===== config.mk =====
export PLATFORM = sky130hd
export DESIGN_NAME = ws2812_rx_decoder
export DESIGN_NICKNAME = d
export VERILOG_FILES = /design/src/rtl/ws2812_rx_decoder.sv
export SDC_FILE = /design/constraint.sdc
export NUM_CORES = 1
export LEC_CHECK = 0
export CORE_ASPECT_RATIO = 1.2
export CORE_UTILIZATION = 45
export DETAILED_ROUTE_END_ITERATION = 6
export GPL_TIMING_DRIVEN = 0
export PLACE_DENSITY = 0.68
export SLEW_MARGIN = 10
export SYNTH_ARGS = -nofsm -noshare
export SYNTH_HDL_FRONTEND = slang
export SYNTH_SLANG_ARGS = --single-unit

===== constraint.sdc =====
create_clock -name CLK -period 8.1 [get_ports CLK]
set_clock_uncertainty 0.2 [all_clocks]
set_input_delay 1.62 -clock CLK [delete_from_list [all_inputs] [get_ports CLK]]
set_output_delay 1.62 -clock CLK [all_outputs]
set_load 0.02 [all_outputs]

===== src/rtl/ws2812_rx_decoder.sv =====
// WS2812 single-wire receiver: measures synchronized high-pulse widths to recover
// GRB pixel words, their index within the frame, and latch (frame end) events.
module ws2812_rx_decoder #(
    parameter int NUM_LEDS        = 8,
    parameter int SYSTEM_CLOCK    = 50000000,
    parameter int T_BIT_THRESH_NS = 600,
    parameter int T_HIGH_MAX_NS   = 2000,
    parameter int T_RESET_NS      = 50000
) (
    input  logic                          CLK,
    input  logic                          RESET_N,
    input  logic                          DIN,
    output logic                          PIX_VALID,
    output logic [23:0]                   PIX_DATA,
    output logic [$clog2(NUM_LEDS)-1:0]   PIX_ADDR,
    output logic                          FRAME_DONE,
    output logic [$clog2(NUM_LEDS):0]     PIX_COUNT,
    output logic                          OVERFLOW,
    output logic                          ERROR
);

    localparam int CYC_US = SYSTEM_CLOCK / 1000000;
    localparam int C_BIT  = CYC_US * T_BIT_THRESH_NS / 1000;
    localparam int C_HMAX = CYC_US * T_HIGH_MAX_NS / 1000;
    localparam int C_RST  = CYC_US * T_RESET_NS / 1000;
    localparam int CW     = $clog2(C_RST + 2);
    localparam int AW     = $clog2(NUM_LEDS);

    localparam logic [CW-1:0] K_BIT  = CW'(C_BIT);
    localparam logic [CW-1:0] K_HMAX = CW'(C_HMAX);
    localparam logic [CW-1:0] K_RST  = CW'(C_RST);
    localparam logic [AW:0]   K_LEDS = (AW + 1)'(NUM_LEDS);

    typedef enum logic [1:0] {SYNC, IDLE, HIGH} state_t;

    logic          din_m, din_s, din_d;
    state_t        state, state_nxt;
    logic [CW-1:0] cnt, cnt_nxt, cnt_inc;
    logic [4:0]    bit_cnt, bit_cnt_nxt;
    logic [23:0]   shift, shift_nxt;
    logic          seen, seen_nxt;
    logic          bit_val;
    logic          word_q, word_nxt;
    logic          latch_q, latch_nxt;
    logic          err_q, err_nxt;
    logic          abort_q, abort_nxt;
    logic [AW:0]   pix_cnt;
    logic          rise, fall;

    assign rise = din_s & ~din_d;
    assign fall = ~din_s & din_d;

    always_ff @(posedge CLK) begin
        if (!RESET_N) begin
            din_m   <= 1'b0;
            din_s   <= 1'b0;
            din_d   <= 1'b0;
            state   <= SYNC;
            cnt     <= '0;
            bit_cnt <= '0;
            shift   <= '0;
            seen    <= 1'b0;
            word_q  <= 1'b0;
            latch_q <= 1'b0;
            err_q   <= 1'b0;
            abort_q <= 1'b0;
        end else begin
            din_m   <= DIN;
            din_s   <= din_m;
            din_d   <= din_s;
            state   <= state_nxt;
            cnt     <= cnt_nxt;
            bit_cnt <= bit_cnt_nxt;
            shift   <= shift_nxt;
            seen    <= seen_nxt;
            word_q  <= word_nxt;
            latch_q <= latch_nxt;
            err_q   <= err_nxt;
            abort_q <= abort_nxt;
        end
    end

    // One counter serves all states; it restarts at 1 on each edge so it counts
    // the edge cycle itself as the first cycle of the new level.
    always_comb begin
        state_nxt   = state;
        cnt_nxt     = cnt;
        bit_cnt_nxt = bit_cnt;
        shift_nxt   = shift;
        seen_nxt    = seen;
        word_nxt    = 1'b0;
        latch_nxt   = 1'b0;
        err_nxt     = 1'b0;
        abort_nxt   = 1'b0;
        bit_val     = 1'b0;
        cnt_inc     = (cnt == K_RST) ? cnt : cnt + 1'b1;
        case (state)
            SYNC: begin
                if (din_s) begin
                    cnt_nxt = '0;
                end else begin
                    cnt_nxt = cnt_inc;
                    if (cnt_inc == K_RST) state_nxt = IDLE;
                end
            end
            IDLE: begin
                if (rise) begin
                    cnt_nxt   = {{(CW-1){1'b0}}, 1'b1};
                    state_nxt = HIGH;
                end else begin
                    cnt_nxt = cnt_inc;
                    if (cnt_inc == K_RST && cnt != K_RST && seen) begin
                        latch_nxt   = 1'b1;
                        err_nxt     = (bit_cnt != 5'd0);
                        bit_cnt_nxt = '0;
                        seen_nxt    = 1'b0;
                    end
                end
            end
            HIGH: begin
                if (fall) begin
                    bit_val   = (cnt >= K_BIT);
                    shift_nxt = {shift[22:0], bit_val};
                    seen_nxt  = 1'b1;
                    cnt_nxt   = {{(CW-1){1'b0}}, 1'b1};
                    state_nxt = IDLE;
                    if (bit_cnt == 5'd23) begin
                        bit_cnt_nxt = '0;
                        word_nxt    = 1'b1;
                    end else begin
                        bit_cnt_nxt = bit_cnt + 5'd1;
                    end
                end else begin
                    cnt_nxt = cnt_inc;
                    if (cnt_inc > K_HMAX) begin
                        err_nxt     = 1'b1;
                        abort_nxt   = 1'b1;
                        bit_cnt_nxt = '0;
                        seen_nxt    = 1'b0;
                        cnt_nxt     = '0;
                        state_nxt   = SYNC;
                    end
                end
            end
            default: state_nxt = SYNC;
        endcase
    end

    // PIX_VALID is a one-cycle strobe with no back-pressure: the consumer must take
    // PIX_DATA/PIX_ADDR in the cycle it is high.
    always_ff @(posedge CLK) begin
        if (!RESET_N) begin
            PIX_VALID  <= 1'b0;
            PIX_DATA   <= '0;
            PIX_ADDR   <= '0;
            FRAME_DONE <= 1'b0;
            PIX_COUNT  <= '0;
            OVERFLOW   <= 1'b0;
            ERROR      <= 1'b0;
            pix_cnt    <= '0;
        end else begin
            PIX_VALID  <= 1'b0;
            FRAME_DONE <= 1'b0;
            ERROR      <= err_q;
            if (FRAME_DONE) OVERFLOW <= 1'b0;
            if (word_q) begin
                if (pix_cnt < K_LEDS) begin
                    PIX_VALID <= 1'b1;
                    PIX_DATA  <= shift;
                    PIX_ADDR  <= pix_cnt[AW-1:0];
                    pix_cnt   <= pix_cnt + 1'b1;
                end else begin
                    OVERFLOW <= 1'b1;
                end
            end
            if (latch_q) begin
                FRAME_DONE <= 1'b1;
                PIX_COUNT  <= pix_cnt;
                pix_cnt    <= '0;
            end
            if (abort_q) pix_cnt <= '0;
        end
    end

endmodule


# Yosys cells after proc, flatten, opt, wreduce, memory -nomap -nowiden
# Cells that the tools add are included.
# op_classes
n_addsub,3
n_lt_le_gt_ge,3
n_eq_ne,12
mux,35
n_bitwise,6
reduce_logical,15
# op_table
cell,count
2-to-1 mux 12 bit,5
one-hot mux 12 bit (3 select lines),1
2-to-1 mux 5 bit,5
equality test 12 bit (second input constant),2
2-to-1 mux 1 bit,15
adder 12 x 1 -> 12 bit (second input constant),1
greater-or-equal comparator 12 x 5 -> 1 bit (second input constant),1
greater-than comparator 12 x 7 -> 1 bit (second input constant),1
!= test 12 bit (second input constant),1
2-to-1 mux 2 bit,5
!= test 2 bit (second input constant),5
one-hot mux 5 bit (2 select lines),1
AND reduction 2 bit,4
AND reduction 4 bit,2
one-hot mux 2 bit (3 select lines),1
OR reduction 3 bit,2
adder 5 x 1 -> 5 bit (second input constant),1
equality test 5 bit (second input constant),1
nonzero test 5 bit,1
adder 4 x 1 -> 4 bit (second input constant),1
less-than comparator 4 bit (second input constant),1
NOT 1 bit,4
one-hot mux 1 bit (2 select lines),2
!= test 3 bit (second input constant),1
other kinds (8),10
# totals
ff_bits,90
input_bits,3
output_inout_bits,35
word_cells,94

# Logic depth before layout (Yosys ltp)
# Gate-level depths: netlist of run 1.
# depth
word_depth,8
ltp_mapped,11
ltp_nobuf,10

# Least setup slack after synthesis of run 1
# Ideal clock, no wire load.
# synth_path
path_type,reg-to-reg
start,reg cnt[0]
end,reg state[0]
setup_ns,0.128
arrival_time_ns,2.563
required_ns,7.772
path_slack_ns,5.209
path_stages_with_launch,11
n_path_buf,0
period_less_slack_ns,2.891
cell_sequence,dfxtp_1 inv_1 ha_1 and4_1 and4b_1 a211o_1 or4_1 o31ai_1 o2111a_1 mux2i_1 nor2_1
# synth_via
elab_chain_cells,5
elab_cells_between_ends,8
cone_classes,add/sub (1); order compare (1); eq/ne (4); mux (1); reduce/logical (1)
# synth_lines
element,line_no,source
"start, declared",38,"logic [CW-1:0] cnt, cnt_nxt, cnt_inc;"
"start signal, assigned",72,cnt <= cnt_nxt;
adder 12 x 1 -> 12 bit / equality test 12 bit (equally long branches),96,cnt_inc = (cnt == K_RST) ? cnt : cnt + 1'b1;
2-to-1 mux 12 bit (*),96,
greater-than comparator 12 x 7 -> 1 bit / equality test 12 bit (equally long branches),"135, 103",
!= test 3 bit (no source line) / != test 2 bit (equally long branches),-,
AND reduction 4 bit (no source line) (*),-,
"end signal, assigned",71,state <= state_nxt;
"end, declared",37,"state_t state, state_nxt;"
# Mark *: on every way between the ends. The rest lies on a longest branch, timed or not.
# A chain may end at the register's enable or synchronous reset.

# Final worst setup path of run 1
# layout_path
start,reg cnt[1]
end,reg cnt[8]
# layout_via
elab_chain_cells,6
elab_cells_between_ends,9
cone_classes,add/sub (1); order compare (1); eq/ne (1); mux (6)
# layout_lines
element,line_no,source
adder 12 x 1 -> 12 bit / equality test 12 bit (equally long branches),96,
2-to-1 mux 12 bit (*),96,
greater-than comparator 12 x 7 -> 1 bit,135,if (cnt_inc > K_HMAX) begin
2-to-1 mux 12 bit,135,
2-to-1 mux 12 bit,121,if (fall) begin
one-hot mux 12 bit (3 select lines) (*),97,case (state)
# Marks and branches as above.

==> flow_summary.json, run 1 <==
{
  "place_hpwl_mm": 6.95,
  "startpoint_type": "flip-flop",
  "timing.rr.end": "cnt[8]$_SDFFE_PN0P_",
  "cts-root-buf": "clkbuf_8",
  "detail_route.iter0.violations": 193,
  "synth_common_cells": "nand2_1, dfxtp_1, a21oi_1",
  "r2r-start": "cnt[1]$_SDFFE_PN0P_",
  "netlist_area_mm2": 0.00412,
  "placed_cells": 664,
  "crit_path_top_delay_cell": "dfxtp_1",
  "htree_num_levels": 3,
  "async_reset_ff_frac": 0,
  "switching_share": 0.262,
  "grt_pass1_vias": 3418,
  "core_region_area_mm2": 0.00875,
  "min_period_over_period": 0.425,
  "grt_max_degree": 19,
  "power_frac_seq": 0.541,
  "slew_viol_final": 0,
  "grt_use_met2": 0.347,
  "post-route-drc-count": 0,
  "row_count": 37,
  "comb_power_share": 0.065,
  "cts_tree": "built",
  "hold_depth": 1,
  "synth_cells": 510,
  "internal_power_w": 0.000615,
  "grt.total_usage": 0.216,
  "power_frac_clock": 0.394,
  "critPathCaptureType": "flip-flop",
  "finalSetupViolCount": 0,
  "crit_fanout": 10,
  "leakagePower_nw": 1.64,
  "reg2reg_depth": 10,
  "wl_per_cell_um": 14.2,
  "critPathBufInv": 1,
  "cts_hold_buffers": 0,
  "use_met1": 0.280,
  "grt_use_met3": 0.0416,
  "clk-insertion-delay-late_ps": 360,
  "num_vias": 3649,
  "grt_pass1_wl_mm": 16.1,
  "synth_largest_area_cell": "dfxtp_1",
  "cap_violations": 0,
  "yosysWarnings": 0,
  "fin_cells": 680,
  "routed_wl_mm": 9.64,
  "drive_gt1_frac": 0.0728,
  "fin_nets": 571,
  "dieArea_mm2": 0.00955,
  "dr.pass1.iters": 5,
  "rrSetupSlack_ps": 4660,
  "clockBufferDepth": 2,
  "cts-resized-gates": 0,
  "cp_data_required_time_ps": 8140,
  "finalHoldViolCount": 0,
  "grt-ovfl-total": 0,
  "port_buffers": 37,
  "path_cells": "ha_1, nand3_1, xor2_1, a2111oi_0, a211oi_1, o211ai_1, nand3_1, buf_4, a32oi_1, nor2_1",
  "pre_cts_ws_ps": 4340,
  "p_switching_w": 0.000219,
  "yosysMostFrequentCell": "nand2_1",
  "ir_drop_v": 0.000119,
  "maxSlewHeadroom": 0.580,
  "worst-setup-path-type": "reg2reg",
  "yosysUniqueCellTypes": 62,
  "synth_enable_flop_cells": 0,
  "die_height_um": 107,
  "setup_tns_ps": 0,
  "gr-max-usage-layer": "met2",
  "path_clk_slew_ps": 100,
  "ys_seq_area_frac": 0.437,
  "critPathMostFrequentCell": "nand3_1",
  "syn_nets": 523,
  "chipWidth_um": 89.4,
  "ios": 38,
  "tightest_slew_ps": 630,
  "grt_setup_unrepaired": "false",
  "min_from": "din_m$_SDFF_PN0_",
  "cp_slowest_stage_delay_ps": 510,
  "synth.avg_cell_area_um2": 8.09,
  "fmax_ghz": 0.290,
  "crit_family": "compound AO/OA/AOI/OAI gates",
  "min_to": "din_s$_SDFF_PN0_",
  "postRouteAntennaNets": 0,
  "diodes": 0,
  "synth_top_flop_cell": "dfxtp_1",
  "synth-seq-cells": 90,
  "setup_slack_ps": 4660,
  "start_util": 0.471,
  "cp.arrival_ps": 3480,
  "antenna_found_initial": 0,
  "p_per_area_mw_per_mm2": 172,
  "hold_class": "reg2reg",
  "avgViaCountPerCell": 5.37,
  "min_period_ps": 3440,
  "outcome": "complete, no violations",
  "syn_to_final_growth_pct": 17.8,
  "post-cts-setup-buffers": 0,
  "cts.sinks": 90,
  "synth_area_leaders": "dfxtp_1, nand2_1, a21oi_1",
  "routabilityCongestion": 0.899,
  "cts_made_buffers": 9,
  "synth.top_cell.area_share": 0.437
}
## power groups by stage
stage | logic, W | clock network, W | registers (W)
2_1_floorplan | 0.0000390 | 0 | 0.000460
3_3_place_gp | 0.0000518 | 0 | 0.000461
3_5_place_dp | 0.0000528 | 0 | 0.000462
4_1_cts | 0.0000530 | 0.000336 | 0.000451
5_1_grt | 0.0000597 | 0.000358 | 0.000452
6_report | 0.0000539 | 0.000329 | 0.000452
## through the flow
stage,utilization,hold slack [ps],power [W],instance area [um^2]
final,0.555,239,0.000834,4860
after CTS,0.555,243,0.000840,4860
after global placement,0.530,217,0.000513,4640
after detailed placement,0.530,218,0.000514,4640
after global routing,0.555,268,0.000870,4860
after floorplan,-,212,0.000499,4120
## area by class of cell
class                           count  area (um^2)
Tap cell                          117          146
Multi-Input combinational cell    371         2090
Fill cell                         823         3890
Inverter                           12         45.0
Sequential cell                    90         1800
Timing Repair Buffer               37          370
Clock buffer                        9          124
Clock inverter                      7         92.6
Buffer                             37          189
## sequential cells by signal (all words and copies together), names as in the netlist, 2 cells and up
register / flops
pix_cnt: 4
state: 2
PIX_COUNT: 4
cnt: 12
shift: 24
PIX_DATA: 24
PIX_ADDR: 3
bit_cnt: 5
## kinds of logic after synthesis
logic type	count (synthesis)	synth area share
compound gates	108	0.166
xor+xnor	8	0.0170
flops	90	0.437
mux	8	0.0194
fa+ha+maj	10	0.0303
simple gates	237	0.274
buf+inv	49	0.0567
## layout by cell type, fill, tap and decap left out, types with 7 or more instances in the layout
master,instances
clkdlybuf4s50_1,37
ha_1,10
inv_1,12
a31oi_1,11
mux2i_1,8
nor2b_1,7
clkbuf_8,9
clkbuf_1,17
nor3_1,8
buf_2,7
o21ai_0,8
dfxtp_1,90
nor2_1,25
and3_1,7
a21oi_1,60
nand4_1,10
nand3_1,13
nand2_1,127
and2_1,8
## worst max-delay path by stage
stage / startpoint / endpoint / slack, ps / cells past startpoint
global placement: RESET_N / bit_cnt[1]$_SDFFE_PN0P_ / 4390 / 5
global route: cnt[1]$_SDFFE_PN0P_ / cnt[2]$_SDFFE_PN0P_ / 4420 / 10
CTS: cnt[0]$_SDFFE_PN0P_ / cnt[3]$_SDFFE_PN0P_ / 4690 / 11
finish: cnt[1]$_SDFFE_PN0P_ / cnt[8]$_SDFFE_PN0P_ / 4660 / 10
floorplan: cnt[0]$_SDFFE_PN0P_ / state[0]$_SDFFE_PN0P_ / 5210 / 10
detailed placement: RESET_N / shift[22]$_SDFFE_PN0P_ / 4340 / 5
## worst reg2reg max path, cell delays in order (launching register included)
cell and delay (ps):
dfxtp_1 510, ha_1 350, nand3_1 210, xor2_1 190, a2111oi_0 480, a211oi_1 180
o211ai_1 340, nand3_1 340, buf_4 300, a32oi_1 190, nor2_1 50
## per-layer routing
metal | wire length (um) | part of all wire | vias up
met5 | 0 | 0 | -
met4 | 179 | 0.019 | 0
met3 | 462 | 0.048 | 16
met2 | 4570 | 0.47 | 102
met1 | 4420 | 0.46 | 1681
li1 | - | - | 1850
(Power assumes the default switching activity.)
==> inputs of run 2 (changes only) <==
Settings changed: PLACE_DENSITY 0.68 to 0.7.
Clock period 8.1 ns to 2.87 ns, I/O delays scaled along.
==> flow_summary.json, run 2 (synthesis gave the netlist of run 1 again) <==
{
  "cts.sinks": 90,
  "placed_cells": 664,
  "chipWidth_um": 89.4,
  "clk-insertion-delay-late_ps": 370,
  "outcome": "complete, no violations",
  "htree_num_levels": 3,
  "grt_pass1_vias": 3587,
  "p_per_area_mw_per_mm2": 452,
  "tightest_slew_ps": 601,
  "fin_cells": 702,
  "crit_fanout": 6,
  "gr-max-usage-layer": "met2",
  "cts_made_buffers": 9,
  "startpoint_type": "flip-flop",
  "grt_pass1_wl_mm": 16.9,
  "min_period_over_period": 0.992,
  "use_met1": 0.287,
  "grt.total_usage": 0.229,
  "cp.arrival_ps": 2950,
  "grt_use_met2": 0.381,
  "leakagePower_nw": 1.78,
  "dieArea_mm2": 0.00955,
  "min_from": "din_m$_SDFF_PN0_",
  "critPathCaptureType": "flip-flop",
  "grt-ovfl-total": 0,
  "comb_power_share": 0.103,
  "power_frac_seq": 0.537,
  "clockBufferDepth": 2,
  "postRouteAntennaNets": 0,
  "routabilityCongestion": 0.944,
  "p_total_w": 0.00237,
  "largest_registers": "PIX_DATA (24), shift (24), cnt (12)",
  "num_vias": 3808,
  "crit_family": "compound AO/OA/AOI/OAI gates",
  "critPathLaunch": "cnt[0]$_SDFFE_PN0P_",
  "fmax_ghz": 0.351,
  "final_area_mm2": 0.00524,
  "critPathMostFrequentCell": "buf_6",
  "wl_per_cell_um": 14.9,
  "cts_tree": "built",
  "grt_max_degree": 19,
  "power_frac_clock": 0.360,
  "path_cells": "inv_4, ha_4, and4_1, and4b_1, a211o_1, buf_6, nor3b_4, nor2_4, o41ai_4, buf_6, buf_8, o211ai_1, a21oi_1",
  "drive_gt1_frac": 0.150,
  "syn_to_final_growth_pct": 27.0,
  "dr.pass1.iters": 5,
  "slew_viol_final": 0,
  "cts-root-buf": "clkbuf_8",
  "worst-setup-path-type": "reg2reg",
  "hold_class": "reg2reg",
  "fin_nets": 593,
  "row_count": 37,
  "cts_hold_buffers": 0,
  "cp_slowest_stage_delay_ps": 390,
  "r2r-start": "cnt[0]$_SDFFE_PN0P_",
  "core_region_area_mm2": 0.00875,
  "path_clk_slew_ps": 100,
  "ios": 38,
  "finalHoldViolCount": 0,
  "start_util": 0.471,
  "cap_violations": 0,
  "grt_use_met3": 0.0500,
  "antenna_found_initial": 0,
  "p_switching_w": 0.000664,
  "cp_data_required_time_ps": 2970,
  "post-route-drc-count": 0,
  "detail_route.iter0.violations": 176,
  "switching_share": 0.280,
  "critPathBufInv": 4,
  "final_common_cell": "nand2_1",
  "ir_drop_v": 0.000302,
  "internal_power_w": 0.00170,
  "place_hpwl_mm": 6.95,
  "postPlaceCellArea_mm2": 0.00464,
  "routed_wl_mm": 10.4,
  "maxSlewHeadroom": 0.600,
  "diodes": 0,
  "port_buffers": 37,
  "finalSetupViolCount": 0,
  "grt_setup_unrepaired": "true",
  "avgViaCountPerCell": 5.42,
  "final_cell_mix": "nand2_1, dfxtp_1, a21oi_1, clkdlybuf4s50_1, nor2_1",
  "die_height_um": 107,
  "crit_path_top_delay_cell": "dfxtp_4",
  "min_period_ps": 2850
}
run 2: repair_timing:
action | CTS | global route
gates cloned | 0 | 1
hold endpoints to repair | 0 | 0
setup buffers | 13 | 8
pin swaps | 10 | 20
setup endpoints to repair | 19 | 17
gates resized for setup | 15 | 32
run 2: through the flow:
stage	utilization	TNS [ps]	setup slack, ps	hold WS (ps)
6_report	0.598	0	22.5	241
5_1_grt	0.598	-765	-100	274
4_1_cts	0.570	0	1.79	244
3_5_place_dp	0.531	-5890	-456	222
3_3_place_gp	0.531	-5350	-410	216
2_1_floorplan	-	0	29.0	212
run 2: final cells by class:
cell class | instances | area, um^2
Sequential cell | 90 | 1810
Inverter | 12 | 47.5
Tap cell | 117 | 146
Multi-Input combinational cell | 371 | 2270
Timing Repair Buffer | 59 | 568
Buffer | 37 | 199
Fill cell | 776 | 3510
Clock buffer | 9 | 124
Clock inverter | 7 | 68.8
run 2: worst register-to-register path, delay by kind of cell (launching register included):
family                     cells  cell delay, ps
and+or+nand+nor                4             710
adders and majority gates      1             150
DFF                            1             390
buffers and inverters          4             530
AOI/OAI and AO/OA              4             790
run 2: metal layers:
| layer | vias to the layer above | part of all wire |
|---|---|---|
| met5 | - | 0 |
| li1 | 1891 | - |
| met4 | 0 | 0.025 |
| met2 | 108 | 0.48 |
| met3 | 23 | 0.055 |
| met1 | 1786 | 0.44 |
run 2: power by group through the flow:
stage / clock network [W] / registers [W] / logic [W]
after floorplan: 0 / 0.00130 / 0.000110
after global placement: 0 / 0.00130 / 0.000146
after detailed placement: 0 / 0.00130 / 0.000148
after CTS: 0.000863 / 0.00127 / 0.000191
after global routing: 0.000925 / 0.00127 / 0.000262
final: 0.000852 / 0.00127 / 0.000244
run 2: worst paths after layout:
kind	end	slack (ps)	depth (start not counted)
max	cnt[7]$_SDFFE_PN0P_	20	13
min	din_s$_SDFF_PN0_	240	1
max reg2reg	cnt[7]$_SDFFE_PN0P_	20	13
min reg2reg	din_s$_SDFF_PN0_	240	1
